[src/rtl/sakebi_pkg.sv]
// Shared types and defaults for the sakebi two-source AXI-Stream frame arbiter.
package sakebi_pkg;

    typedef enum logic [1:0] {
        ST_IDLE   = 2'd0,
        ST_GRANT0 = 2'd1,
        ST_GRANT1 = 2'd2,
        ST_GAP    = 2'd3
    } arb_state_e;

    localparam int unsigned IFG_CYCLES_DEFAULT = 12;
    localparam int unsigned IFG_CNT_W          = 8;

endpackage

[src/rtl/sakebi_ifg_counter.sv]
// Inter-frame gap down-counter: load, saturating decrement, zero flag.
module sakebi_ifg_counter
    import sakebi_pkg::*;
(
    input  logic                 clk_i,
    input  logic                 rst_ni,
    input  logic                 load_i,
    input  logic [IFG_CNT_W-1:0] load_val_i,
    input  logic                 dec_i,
    output logic                 zero_o
);

    logic [IFG_CNT_W-1:0] cnt_q;
    logic [IFG_CNT_W-1:0] cnt_d;

    always_comb begin
        cnt_d = cnt_q;
        if (load_i) begin
            cnt_d = load_val_i;
        end else if (dec_i && (cnt_q != '0)) begin
            cnt_d = cnt_q - 1'b1;
        end
    end

    always_ff @(posedge clk_i or negedge rst_ni) begin
        if (!rst_ni) begin
            cnt_q <= '0;
        end else begin
            cnt_q <= cnt_d;
        end
    end

    assign zero_o = (cnt_q == '0);

endmodule

[src/rtl/sakebi_axis_frame_arb.sv]
// Two-source AXI-Stream arbiter: frame-atomic grants, alternating on ties,
// with a programmable idle gap after every completed frame.
module sakebi_axis_frame_arb
    import sakebi_pkg::*;
#(
    parameter int unsigned DATA_WIDTH = 8,
    parameter int unsigned IFG_CYCLES = IFG_CYCLES_DEFAULT
) (
    input  logic                  i_axis_ACLK,
    input  logic                  i_axis_ARESETn,
    input  logic                  i_s0_axis_TVALID,
    output logic                  o_s0_axis_TREADY,
    input  logic [DATA_WIDTH-1:0] i_s0_axis_TDATA,
    input  logic                  i_s0_axis_TLAST,
    input  logic                  i_s1_axis_TVALID,
    output logic                  o_s1_axis_TREADY,
    input  logic [DATA_WIDTH-1:0] i_s1_axis_TDATA,
    input  logic                  i_s1_axis_TLAST,
    output logic                  o_m_axis_TVALID,
    input  logic                  i_m_axis_TREADY,
    output logic [DATA_WIDTH-1:0] o_m_axis_TDATA,
    output logic                  o_m_axis_TLAST,
    output logic [1:0]            o_grant,
    output logic [15:0]           o_frame_cnt
);

    localparam logic [IFG_CNT_W-1:0] IFG_LOAD = IFG_CNT_W'(IFG_CYCLES - 1);

    arb_state_e  state_q, state_d;
    logic        last_q, last_d;
    logic [15:0] frame_cnt_q, frame_cnt_d;
    logic        gap_load, gap_dec, gap_zero;

    sakebi_ifg_counter u_ifg (
        .clk_i      (i_axis_ACLK),
        .rst_ni     (i_axis_ARESETn),
        .load_i     (gap_load),
        .load_val_i (IFG_LOAD),
        .dec_i      (gap_dec),
        .zero_o     (gap_zero)
    );

    always_comb begin
        state_d          = state_q;
        last_d           = last_q;
        frame_cnt_d      = frame_cnt_q;
        gap_load         = 1'b0;
        gap_dec          = 1'b0;
        o_s0_axis_TREADY = 1'b0;
        o_s1_axis_TREADY = 1'b0;
        o_m_axis_TVALID  = 1'b0;
        o_m_axis_TDATA   = '0;
        o_m_axis_TLAST   = 1'b0;
        unique case (state_q)
            ST_IDLE: begin
                // last_q is 1 when s1 was served last, so s0 wins the tie
                if (i_s0_axis_TVALID && i_s1_axis_TVALID) begin
                    state_d = last_q ? ST_GRANT0 : ST_GRANT1;
                end else if (i_s0_axis_TVALID) begin
                    state_d = ST_GRANT0;
                end else if (i_s1_axis_TVALID) begin
                    state_d = ST_GRANT1;
                end
            end
            ST_GRANT0: begin
                o_m_axis_TVALID  = i_s0_axis_TVALID;
                o_m_axis_TDATA   = i_s0_axis_TVALID ? i_s0_axis_TDATA : '0;
                o_m_axis_TLAST   = i_s0_axis_TVALID & i_s0_axis_TLAST;
                o_s0_axis_TREADY = i_m_axis_TREADY;
                if (i_s0_axis_TVALID && i_m_axis_TREADY && i_s0_axis_TLAST) begin
                    state_d     = ST_GAP;
                    gap_load    = 1'b1;
                    last_d      = 1'b0;
                    frame_cnt_d = frame_cnt_q + 16'd1;
                end
            end
            ST_GRANT1: begin
                o_m_axis_TVALID  = i_s1_axis_TVALID;
                o_m_axis_TDATA   = i_s1_axis_TVALID ? i_s1_axis_TDATA : '0;
                o_m_axis_TLAST   = i_s1_axis_TVALID & i_s1_axis_TLAST;
                o_s1_axis_TREADY = i_m_axis_TREADY;
                if (i_s1_axis_TVALID && i_m_axis_TREADY && i_s1_axis_TLAST) begin
                    state_d     = ST_GAP;
                    gap_load    = 1'b1;
                    last_d      = 1'b1;
                    frame_cnt_d = frame_cnt_q + 16'd1;
                end
            end
            ST_GAP: begin
                gap_dec = 1'b1;
                if (gap_zero) begin
                    state_d = ST_IDLE;
                end
            end
            default: state_d = ST_IDLE;
        endcase
    end

    always_ff @(posedge i_axis_ACLK or negedge i_axis_ARESETn) begin
        if (!i_axis_ARESETn) begin
            state_q     <= ST_IDLE;
            last_q      <= 1'b1;
            frame_cnt_q <= 16'd0;
        end else begin
            state_q     <= state_d;
            last_q      <= last_d;
            frame_cnt_q <= frame_cnt_d;
        end
    end

    assign o_grant     = {state_q == ST_GRANT1, state_q == ST_GRANT0};
    assign o_frame_cnt = frame_cnt_q;

endmodule
[config.mk]
export PLATFORM = sky130hd
export DESIGN_NAME = sakebi_axis_frame_arb
export DESIGN_NICKNAME = d
export VERILOG_FILES = /design/src/rtl/sakebi_pkg.sv /design/src/rtl/sakebi_ifg_counter.sv /design/src/rtl/sakebi_axis_frame_arb.sv
export SDC_FILE = /design/constraint.sdc
export NUM_CORES = 1
export LEC_CHECK = 0
export ABC_AREA = 0
export CORE_MARGIN = 1
export CORE_UTILIZATION = 40
export CTS_CLUSTER_SIZE = 14
export DETAILED_ROUTE_END_ITERATION = 10
export PLACE_DENSITY = 0.82
export SLEW_MARGIN = 20
export SYNTH_ARGS = -nofsm -noshare
export SYNTH_HDL_FRONTEND = slang
export SYNTH_SLANG_ARGS = --single-unit
[constraint.sdc]
create_clock -name i_axis_ACLK -period 4.6 [get_ports i_axis_ACLK]
set_input_delay 0.92 -clock i_axis_ACLK [delete_from_list [all_inputs] [get_ports i_axis_ACLK]]
set_output_delay 0.92 -clock i_axis_ACLK [all_outputs]
set_load 0.01 [all_outputs]
# Word-level counts from Yosys, hierarchy flattened
# Index checks and enable logic that the tools add are counted.
# word_totals
inputBits	23
regBits	27
output_inout_bits	30
wordCells	55
# classes
n_reduce_logical	13
mux	27
n_bitwise	2
eq_ne	7
add_sub_neg	2
# op_table
op	n
16-bit two-way mux	2
8-bit two-way mux	4
16-bit one-hot mux with 2 select lines	1
16-bit by 1-bit adder with 16-bit output, second input constant	1
8-bit one-hot mux with 2 select lines	1
2-bit two-way mux	7
8-bit logical NOT	1
1-bit one-hot mux with 2 select lines	4
2-bit one-hot mux with 4 select lines	1
8-bit nonzero test	1
8-bit by 1-bit subtractor with 8-bit output, second input constant	1
1-bit two-way mux	7
1-bit logical AND	6
2-bit == test, second input constant	2
2-bit by 1-bit != test with 1-bit output, second input constant	2
4-bit != test, second input constant	1
4-bit AND reduction	1
2-bit nonzero test	2
3-bit AND reduction	1
1-bit bitwise AND	2
2-bit by 1-bit == test with 1-bit output, second input constant	1
2-bit logical NOT	1
2-bit != test, second input constant	1

# Depth between registers and ports, before layout
# logic_depth
depth_word	5
mapped_depth	7
mapped_depth_nobuf	6

# Hierarchy
# Synthesis repeated with hierarchy kept, for this count alone.
# hier_totals
cells_unflattened	179
area_unflattened_um2	1709.1
# modules_own_cells
module	area_each_um2	n_inst	cells_per_inst	seq_area_each_um2
sakebi_axis_frame_arb	1181.1	1	121	476.7
sakebi_ifg_counter	528.0	1	58	200.2

# Worst setup path before layout
# OpenSTA, ideal clock, no wires.
# synth_timing
kind	input -> output
start	input i_s1_axis_TVALID
end	output o_m_axis_TDATA[0]
t_required_ps	3680
path_stages	4
t_arrival_ps	1561
slack_ps	2119
path_buffers	1
path_cell_list	and2_1 > clkbuf_1 > a22oi_1 > nor2_1
# synth_between
elab_chain_cells	2
# synth_rtl
item	line	rtl
start, declared	sakebi_axis_frame_arb.sv:15	input logic i_s1_axis_TVALID,
8-bit two-way mux	sakebi_axis_frame_arb.sv:79	o_m_axis_TDATA = i_s1_axis_TVALID ? i_s1_axis_TDATA : '0;
8-bit one-hot mux with 2 select lines	sakebi_axis_frame_arb.sv:54	unique case (state_q)
end, declared	sakebi_axis_frame_arb.sv:21	output logic [DATA_WIDTH-1:0] o_m_axis_TDATA,
# Every way passes these cells.

# Final worst setup path
# layout_timing
start	input i_s0_axis_TVALID
end	output o_m_axis_TDATA[2]
# layout_between
elab_chain_cells	2
# layout_rtl
item	line	rtl
start, declared	sakebi_axis_frame_arb.sv:11	input logic i_s0_axis_TVALID,
8-bit two-way mux	sakebi_axis_frame_arb.sv:67	o_m_axis_TDATA = i_s0_axis_TVALID ? i_s0_axis_TDATA : '0;
8-bit one-hot mux with 2 select lines	sakebi_axis_frame_arb.sv:54	
# Every way passes these cells.

==> results.cfg <==
[die]
fp.coreArea_sq_mm = 0.00377
rows = 22
io_pins = 53
die_y_um = 65.5
initial_core_util_pct = 42.8
fp.dieW_um = 65.5
dieArea_sq_mm = 0.00430

[timing]
finClkSkew_ps = 2.77
period_share_pct = 77.9
rsz0062_at_grt = no
slew_violations = 0
setup_viol = 0
tns_ps = 0
final_hold_viol_count = 0
worstMarginPinSlew_ps = 763
fmax_ghz = 0.279
final.setup.worst_slack_ps = 1020
max_slew_margin_pct = 49.1
period_minus_slack_ps = 3580

[grt]
grt_pass1_vias = 1211
grt_usage_pct = 16.8
gr-total-overflow = 0
grt_pass1_wl_um = 5600
grt_max_degree = 28
antenna_found_initial = 0

[placed_design]
dpl_worst_slack_ps = 1030
dp_hpwl_um = 2590
io_buffers = 52
gp_congestion = 0.774

[synthesis]
async_flop_share_pct = 100
synth_nets = 198
synth_warnings = 0
synth_flop_cell = dfrtp_1
synth.largest_area_cell = dfrtp_1
synth_cells = 167
synth_top_area_share_pct = 40.3
synthesis.area_sq_mm = 0.00162
synth_edf_count = 0
synth-seq-cells = 27
synthTopCellsByArea = dfrtp_1, xnor2_1, ha_1
ys_seq_area_share_pct = 41.9
syn_area_per_cell_sq_um = 9.67
synth.distinct_cells = 35

[final_layout]
final_common_cell = clkdlybuf4s50_1
fillers = 321
nets = 249
multi_input_area_sq_um = 877
seq_area_sq_um = 677
diodes = 0
areaGrowthSynthToFinish_pct = 37.3
final_cell_mix = clkdlybuf4s50_1, dfrtp_1, xnor2_1
drive_above_1_share_pct = 6.91

[clock_network]
clock_path_buffers = 2
cts_sinks = 27
cts_setup_buffers = 0
clock_latency_ps = 270
cts_tree = built
post_cts_resized = 0
hold_buffers = 0
root_buffer = clkbuf_8
cts_inserted_buffers = 3
h-tree-depth = 1
path_clk_slew_ps = 90

[worst_hold_path]
min_path_type = register to register

[pwr]
p_clk_share_pct = 11.8
ir_worst_vdd_uv = 322
switching_power_uw = 452
p_sw_share_pct = 40.3
combPwrFrac_pct = 53.8
p_total_mw = 1.12
seq_power_share_pct = 34.4
p_leak_nw = 0.900
internal_power_uw = 670
p_per_area_mw_per_mm2 = 506

[critical_path]
crit_required_ps = 3680
arrival_ps = 2660
path_max_fanout = 9
worstSetupStartpointType = input pin
end_kind = primary output
crit_type = input pin to primary output

[route]
vias = 1346
drt-pass1-iter-count = 4
routedWlPerCell_um = 13.0
drt-total-wl_um = 3450
post-route-drc-count = 0
drt-initial-drc-count = 66
ant_nets = 0
detail_route.vias_per_cell = 5.08

[job]
cap_violations = 0

[status]
outcome = completed
-- power by group through the flow --
| stage | combinational [mW] | clock (mW) | sequential, mW |
|---|---|---|---|
| final | 0.603 | 0.133 | 0.386 |
| after global routing | 0.662 | 0.142 | 0.397 |
| after CTS | 0.608 | 0.136 | 0.386 |
| after detailed placement | 0.604 | 0 | 0.390 |
| after global placement | 0.597 | 0 | 0.388 |
| after floorplan | 0.404 | 0 | 0.383 |
-- cells in the mapped netlist (all sizes together) (2+ instances only) --
| library cell | n |
|---|---|
| and2 | 8 |
| nand3 | 14 |
| or3b | 2 |
| o21ai | 5 |
| nor2 | 14 |
| mux2i | 2 |
| nand4 | 9 |
| a22oi | 10 |
| buf | 2 |
| xnor2 | 15 |
| nand2 | 10 |
| dfrtp | 26 |
| clkbuf | 5 |
| mux2 | 3 |
| o211ai | 3 |
| ha | 8 |
| and3 | 3 |
| xor2 | 3 |
| a21oi | 6 |
| nor3 | 2 |
| inv | 8 |
-- routing by layer --
| metal | share of wire, % | global-route usage (%) |
|---|---|---|
| met4 | 0 | 2.45 |
| met1 | 47 | 21.7 |
| met2 | 51 | 29.1 |
| met5 | 0 | 0 |
| met3 | 1.8 | 3.65 |
-- final cells by class --
| class | count | area share (%) |
|---|---|---|
| multi-input combinational | 125 | 39.6 |
| sequential | 27 | 30.5 |
| timing repair buffer | 53 | 23.8 |
| tap | 48 | 2.71 |
| clock buffer | 4 | 2.03 |
| inverter | 8 | 1.35 |
-- cells by family after synthesis --
logic type / Yosys count / share of synthesized area [%]
AND/OR/NAND/NOR: 69 / 23.0
flip-flops: 27 / 41.9
AO/OA/AOI/OAI: 25 / 11.8
XOR/XNOR: 18 / 9.76
buffers and inverters: 15 / 3.80
adder cells (fa/ha/maj): 8 / 6.20
multiplexers: 5 / 3.56
-- registers in the layout, summed over array words and instances (netlist names) --
register,flops
o_frame_cnt,16
u_ifg.cnt_q,8
state_q,2
last_q,1
-- worst max-delay path, cell delays in order --
cell and delay (ps):
clkdlybuf4s50_1 600, and2_1 370, a22oi_1 110, nor2_1 120, clkdlybuf4s50_1 540
-- worst paths after layout --
check                                       from                end  slack, ps  cells past startpoint
worst max-delay path            i_s0_axis_TVALID  o_m_axis_TDATA[2]       1020                      5
worst min-delay path             o_frame_cnt[15]    o_frame_cnt[15]        480                      1
worst max register to register        state_q[0]     o_frame_cnt[1]       2420                      5
worst min register to register   o_frame_cnt[15]    o_frame_cnt[15]        480                      1
max in group asynchronous         i_axis_ARESETn             last_q       3290                      2
min in group asynchronous         i_axis_ARESETn    o_frame_cnt[14]       1010                      2
-- metrics by stage --
step                std cells  util [%]  instance area, sq um  hold WS (ps)
floorplan                 167         -                  1620           507
global placement          261      57.6                  2170           467
detailed placement        261      57.6                  2170           465
CTS                       265      58.8                  2220           487
global route              265      58.8                  2220           497
finish                    265      58.8                  2220           485
Power figures use the tool's default switching activity.
